### config.mk
export PLATFORM = sky130hd
export DESIGN_NAME = instruction_fetch_unit
export DESIGN_NICKNAME = d
export VERILOG_FILES = /design/src/rtl/instruction_fetch_unit_pkg.sv /design/src/rtl/instruction_fetch_unit_pc_register.sv /design/src/rtl/instruction_fetch_unit.sv
export SDC_FILE = /design/constraint.sdc
export NUM_CORES = 1
export LEC_CHECK = 0
export CAP_MARGIN = 30
export CORE_MARGIN = 3
export CORE_UTILIZATION = 44
export CTS_CLUSTER_DIAMETER = 30
export DETAILED_ROUTE_END_ITERATION = 6
export PLACE_DENSITY = 0.8
export SLEW_MARGIN = 20
export SYNTH_ARGS = -nofsm -noshare
export SYNTH_HDL_FRONTEND = slang
export SYNTH_SLANG_ARGS = --single-unit
### constraint.sdc
create_clock -name clk -period 2.05 [get_ports clk]
set_clock_uncertainty 0.05 [all_clocks]
set_input_delay 0.205 -clock clk [delete_from_list [all_inputs] [get_ports clk]]
set_output_delay 0.205 -clock clk [all_outputs]
set_load 0.01 [all_outputs]
### src/rtl/instruction_fetch_unit_pkg.sv
// rtl/instruction_fetch_unit_pkg.sv - shared widths and fetch FSM encoding
package instruction_fetch_unit_pkg;

  localparam int INSTR_W    = 32;
  localparam int OPCODE_MSB = 31;
  localparam int OPCODE_LSB = 26;
  localparam int OPCODE_W   = OPCODE_MSB - OPCODE_LSB + 1;

  typedef enum logic [1:0] {
    ST_IDLE = 2'd0,
    ST_REQ  = 2'd1,
    ST_WAIT = 2'd2,
    ST_HOLD = 2'd3
  } fetch_state_t;

endpackage

### src/rtl/instruction_fetch_unit_pc_register.sv
// rtl/instruction_fetch_unit_pc_register.sv - program counter with hold / +4 / redirect next-PC mux
module instruction_fetch_unit_pc_register #(
  parameter int              ADDR_W   = 32,
  parameter logic [ADDR_W-1:0] RESET_PC = '0
) (
  input  logic              clk,
  input  logic              rst,
  input  logic              advance,
  input  logic              redirect,
  input  logic [ADDR_W-1:0] redirect_target,
  output logic [ADDR_W-1:0] pc,
  output logic [ADDR_W-1:0] pc_next
);

  // Redirect is only honoured when the current instruction retires.
  always_comb begin
    pc_next = pc;
    if (advance) begin
      pc_next = redirect ? (redirect_target & ~ADDR_W'(3)) : (pc + ADDR_W'(4));
    end
  end

  always_ff @(posedge clk or negedge rst) begin
    if (!rst) begin
      pc <= RESET_PC;
    end else begin
      pc <= pc_next;
    end
  end

endmodule

### src/rtl/instruction_fetch_unit.sv
// rtl/instruction_fetch_unit.sv - PC-driven instruction fetch with req/valid memory handshake and timeout retry
module instruction_fetch_unit
  import instruction_fetch_unit_pkg::*;
#(
  parameter int                ADDR_W   = 32,
  parameter logic [ADDR_W-1:0] RESET_PC = '0,
  parameter int                TIMEOUT  = 16
) (
  input  logic                clk,
  input  logic                rst,
  output logic                imem_req,
  output logic [ADDR_W-1:0]   imem_addr,
  input  logic [INSTR_W-1:0]  imem_rdata,
  input  logic                imem_valid,
  output logic [INSTR_W-1:0]  instr,
  output logic [OPCODE_W-1:0] opcode,
  output logic                instr_valid,
  input  logic                instr_ready,
  input  logic                redirect,
  input  logic [ADDR_W-1:0]   redirect_target,
  output logic [ADDR_W-1:0]   pc_out,
  output logic [ADDR_W-1:0]   pc_plus4,
  output logic                fetch_err
);

  localparam int CNT_W = (TIMEOUT > 1) ? $clog2(TIMEOUT) : 1;
  localparam logic [CNT_W-1:0] CNT_LAST = CNT_W'(TIMEOUT - 1);

  fetch_state_t      state, next_state;
  logic [CNT_W-1:0]  wait_cnt;
  logic              load_instr;
  logic              timeout_hit;
  logic              advance;
  logic [ADDR_W-1:0] pc;
  logic [ADDR_W-1:0] pc_next;

  instruction_fetch_unit_pc_register #(
    .ADDR_W   (ADDR_W),
    .RESET_PC (RESET_PC)
  ) u_pc_register (
    .clk             (clk),
    .rst             (rst),
    .advance         (advance),
    .redirect        (redirect),
    .redirect_target (redirect_target),
    .pc              (pc),
    .pc_next         (pc_next)
  );

  always_ff @(posedge clk or negedge rst) begin
    if (!rst) begin
      state <= ST_IDLE;
    end else begin
      state <= next_state;
    end
  end

  // A response arriving on the last WAIT cycle takes priority over the retry.
  always_comb begin
    next_state  = state;
    load_instr  = 1'b0;
    timeout_hit = 1'b0;
    advance     = 1'b0;
    case (state)
      ST_IDLE: next_state = ST_REQ;
      ST_REQ:  next_state = ST_WAIT;
      ST_WAIT: begin
        if (imem_valid) begin
          load_instr = 1'b1;
          next_state = ST_HOLD;
        end else if (wait_cnt == CNT_LAST) begin
          timeout_hit = 1'b1;
          next_state  = ST_REQ;
        end
      end
      ST_HOLD: begin
        if (instr_ready) begin
          advance    = 1'b1;
          next_state = ST_REQ;
        end
      end
      default: next_state = ST_IDLE;
    endcase
  end

  // Request strobe and address are registered from the next state so they line up with REQ.
  always_ff @(posedge clk or negedge rst) begin
    if (!rst) begin
      imem_req    <= 1'b0;
      imem_addr   <= RESET_PC;
      wait_cnt    <= '0;
      instr       <= '0;
      instr_valid <= 1'b0;
      pc_out      <= RESET_PC;
      pc_plus4    <= RESET_PC + ADDR_W'(4);
      fetch_err   <= 1'b0;
    end else begin
      imem_req <= (next_state == ST_REQ);
      if (next_state == ST_REQ) begin
        imem_addr <= pc_next;
      end
      wait_cnt <= (state == ST_WAIT) ? wait_cnt + CNT_W'(1) : '0;
      if (load_instr) begin
        instr       <= imem_rdata;
        instr_valid <= 1'b1;
        pc_out      <= pc;
        pc_plus4    <= pc + ADDR_W'(4);
      end else if (advance) begin
        instr_valid <= 1'b0;
      end
      if (timeout_hit) begin
        fetch_err <= 1'b1;
      end
    end
  end

  assign opcode = instr[OPCODE_MSB:OPCODE_LSB];

endmodule
==> impl_metrics.json <==
{
  "cp.arrival_ps": 2360,
  "slowest_delay_ps": 390,
  "pin_count": 206,
  "internal_power_uw": 11500,
  "p_leak_uw": 0.00472,
  "r2r_cells": 9,
  "port-buffer-count": 203,
  "final_cells": 1168,
  "drtIter0Drc": 499,
  "hold_viol": 0,
  "synth-edff-count": 0,
  "via_per_inst": 5.44,
  "cp.buffers_inverters": 3,
  "syn_nets": 768,
  "period_needed_ps": 2110,
  "synth_xor_area_share_pct": 3.30,
  "pwr-share-comb_pct": 47.1,
  "synth_area_per_cell_um2": 11.0,
  "wire_per_inst_um": 18.6,
  "coreArea_um2": 16900,
  "rows": 47,
  "synth-seq-area-share_pct": 54.3,
  "layout-drive-gt1-share_pct": 22.6,
  "ant_nets": 0,
  "layout_commonest_cell": "clkdlybuf4s50_1",
  "crit_family": "compound AO/OA/AOI/OAI gates",
  "period_share_pct": 103,
  "tns_ps": -99.7,
  "cp_max_fo": 5,
  "synth_compound_area_share_pct": 11.3,
  "synth_fa_ha_area_share_pct": 0.325,
  "yosys.area.top_type": "dfrtp_1",
  "pwr-share-seq_pct": 33.7,
  "post-synth-top-area-fraction_pct": 54.0,
  "async_reset_ff_share_pct": 100,
  "power.density_nw_per_um2": 1590,
  "dp_hpwl_um": 15800,
  "num-nets-final": 1006,
  "grt_pass1_wl_um": 34700,
  "rrSetupSlack_ps": -60,
  "busiest_layer": "met2",
  "fillCellCount": 1285,
  "r2r-end": "imem_addr[26]$_DFFE_PN0N_",
  "clock-sinks": 167,
  "multiInputGateArea_um2": 3230,
  "grt_pass1_vias": 6329,
  "die_x_um": 138,
  "maxSlewViolCount": 0,
  "cap_violations": 0,
  "use_met3_pct": 5.32,
  "cts_tree": "built",
  "clock_path_buffers": 2,
  "synth_top_family_by_area": "simple AND/OR/NAND/NOR gates",
  "slew-limit-headroom_pct": 68.9,
  "clk_pin_slew_ps": 60,
  "clk_latency_ps": 430,
  "path_cells": "ha_4 -> buf_12 -> nand4_4 -> nor4_4 -> buf_4 -> buf_12 -> nand3_2 -> a21bo_1 -> a311o_1",
  "synthMuxAreaShare_pct": 11.4,
  "crit_type": "reg -> reg",
  "status": "complete, but fails checks",
  "post-place-cells": 1129,
  "diodes": 0,
  "gr-usage-met1_pct": 32.2,
  "dieArea_um2": 19100,
  "final_core_util_pct": 66.1,
  "cts_buffers": 17,
  "ys_ff_latch": 167,
  "hp-class": "in -> async",
  "holdWs_ps": 182,
  "synthSimpleGateAreaFrac_pct": 14.7,
  "syn-cell-area_um2": 7690,
  "track_usage_pct": 22.6,
  "violations": "setup timing",
  "synthCells": 697,
  "critPathCaptureType": "register",
  "vias": 6353,
  "r2r_start": "u_pc_register.pc[3]$_DFF_PN0_",
  "start_util_pct": 45.6,
  "register_area_um2": 4180,
  "drcViolationCount": 0,
  "clockRootBuffer": "clkbuf_16",
  "required_ps": 2300,
  "ys_top_cells_by_area": "dfrtp_1 (54%), mux2_2 (11%), nand2_1 (3.8%), o21ai_0 (3.3%), xnor2_1 (2.0%)",
  "grt_max_degree": 61,
  "final_cell_mix": "clkdlybuf4s50_1 (201), dfrtp_1 (166), nand2_1 (77)",
  "worstSetupStartpointType": "register",
  "netSwitchingPower_uw": 6180,
  "switching_share_pct": 34.9,
  "first_pass_iters": 5,
  "postRouteWirelength_um": 21700,
  "critPathMostFrequentCell": "buf_12",
  "ctsHtreeMaxLevel": 4,
  "finalWeightedCongestion": 0.911,
  "die_height_um": 138,
  "vdd_drop_max_mv": 0.908,
  "tightest_slew_ps": 462,
  "antenna_found_initial": 0,
  "fin_ws_ps": -62.9,
  "met2_usage_pct": 34.8,
  "fmax_ghz": 0.473,
  "area_delta_synth_final_pct": 45.0,
  "grt_overflow": 0,
  "yosys_warnings": 0,
  "setup_viol": 2,
  "synthFlopType": "dfrtp_1",
  "ys_types": 69,
  "slowest_stage": "dfrtp_1",
  "rsz0062_at_grt": "yes",
  "p_clk_share_pct": 19.2
}
-- worst max-delay path by stage --
stage	slack (ps)	start	end	cells after the start
5_1_grt	-110	u_pc_register.pc[3]$_DFF_PN0_	imem_addr[26]$_DFFE_PN0N_	9
3_5_place_dp	-110	instr_ready	imem_addr[22]$_DFFE_PN0N_	6
3_3_place_gp	-80	instr_ready	imem_addr[22]$_DFFE_PN0N_	6
4_1_cts	7	u_pc_register.pc[3]$_DFF_PN0_	imem_addr[26]$_DFFE_PN0N_	8
6_report	-60	u_pc_register.pc[3]$_DFF_PN0_	imem_addr[26]$_DFFE_PN0N_	9
2_1_floorplan	20	u_pc_register.pc[2]$_DFF_PN0_	imem_addr[26]$_DFFE_PN0N_	6
-- logic make-up (layout without fill, tap and decap cells) --
| logic type | after synthesis | count (layout) |
|---|---|---|
| simple gates | 213 | 213 |
| flops | 167 | 167 |
| compound gates | 133 | 133 |
| mux | 78 | 78 |
| buf+inv | 75 | 326 |
| xor+xnor | 29 | 29 |
| fa+ha+maj | 2 | 2 |
-- stage by stage --
step / power [µW] / setup WS, ps / cell area, µm²
4_1_cts: 17600 / 7.28 / 11000
3_3_place_gp: 13900 / -83.5 / 10400
2_1_floorplan: 9780 / 17.7 / 7700
5_1_grt: 18800 / -107 / 11200
6_report: 17700 / -62.9 / 11200
3_5_place_dp: 14100 / -109 / 10400
-- state kept, by name, summed over array words and instances, names as in the netlist --
register / flops
pc_plus4: 30
instr_valid: 1
fetch_err: 1
u_pc_register.pc: 32
imem_addr: 32
state: 2
pc_out: 32
instr: 32
wait_cnt: 4
imem_req: 1
-- layer usage --
| metal | share of wire [%] | up-vias |
|---|---|---|
| met5 | 0 | - |
| met4 | 1.6 | 0 |
| met3 | 6.8 | 26 |
| met2 | 46 | 282 |
| met1 | 46 | 3092 |
| li1 | - | 2953 |
-- power by group through the flow --
stage / Sequential [µW] / Clock [µW] / Combinational, µW
after floorplan: 6250 / 0 / 3540
after global placement: 5900 / 0 / 8000
after detailed placement: 5970 / 0 / 8150
after CTS: 5950 / 3460 / 8220
after global routing: 6170 / 3620 / 8960
final: 5960 / 3400 / 8350
-- worst register-to-register path, cell delays in order (launching register included) --
cell,delay [ps]
dfrtp_1,390
ha_4,180
buf_12,100
nand4_4,130
nor4_4,190
buf_4,190
buf_12,120
nand3_2,100
a21bo_1,190
a311o_1,350
-- synthesized netlist by cell type (4+ instances only) --
cell type / n
a21oi_1: 18
a22o_1: 6
a2bb2oi_1: 5
a311oi_1: 5
a31oi_1: 6
and2_1: 8
and3_1: 9
and4_1: 5
buf_2: 16
buf_4: 12
clkbuf_1: 31
dfrtp_1: 166
inv_1: 10
mux2_2: 74
nand2_1: 78
nand2b_1: 4
nand3_1: 22
nand4_1: 13
nor2_1: 29
nor2b_1: 4
nor3_1: 16
o21ai_0: 50
o31ai_1: 6
xnor2_1: 18
xor2_1: 11
-- layout make-up --
| type | instances | share of cell area (%) |
|---|---|---|
| inverters | 11 | 0.404 |
| clock buffers | 21 | 4.04 |
| well taps | 220 | 2.47 |
| repair buffers | 283 | 25.1 |
| multi-input cells | 455 | 28.9 |
| flip-flops and latches | 167 | 37.5 |
| clock inverters | 11 | 1.58 |
-- repair_timing --
item | in CTS | in global routing
setup endpoints to repair | 3 | 24
buffers inserted | 0 | 5
hold buffers | 1 | 0
resized for setup | 2 | 11
pin swaps | 0 | 2
gates cloned | 0 | 1
hold endpoints to repair | 79 | 0
Power figures use the tool's default switching activity.
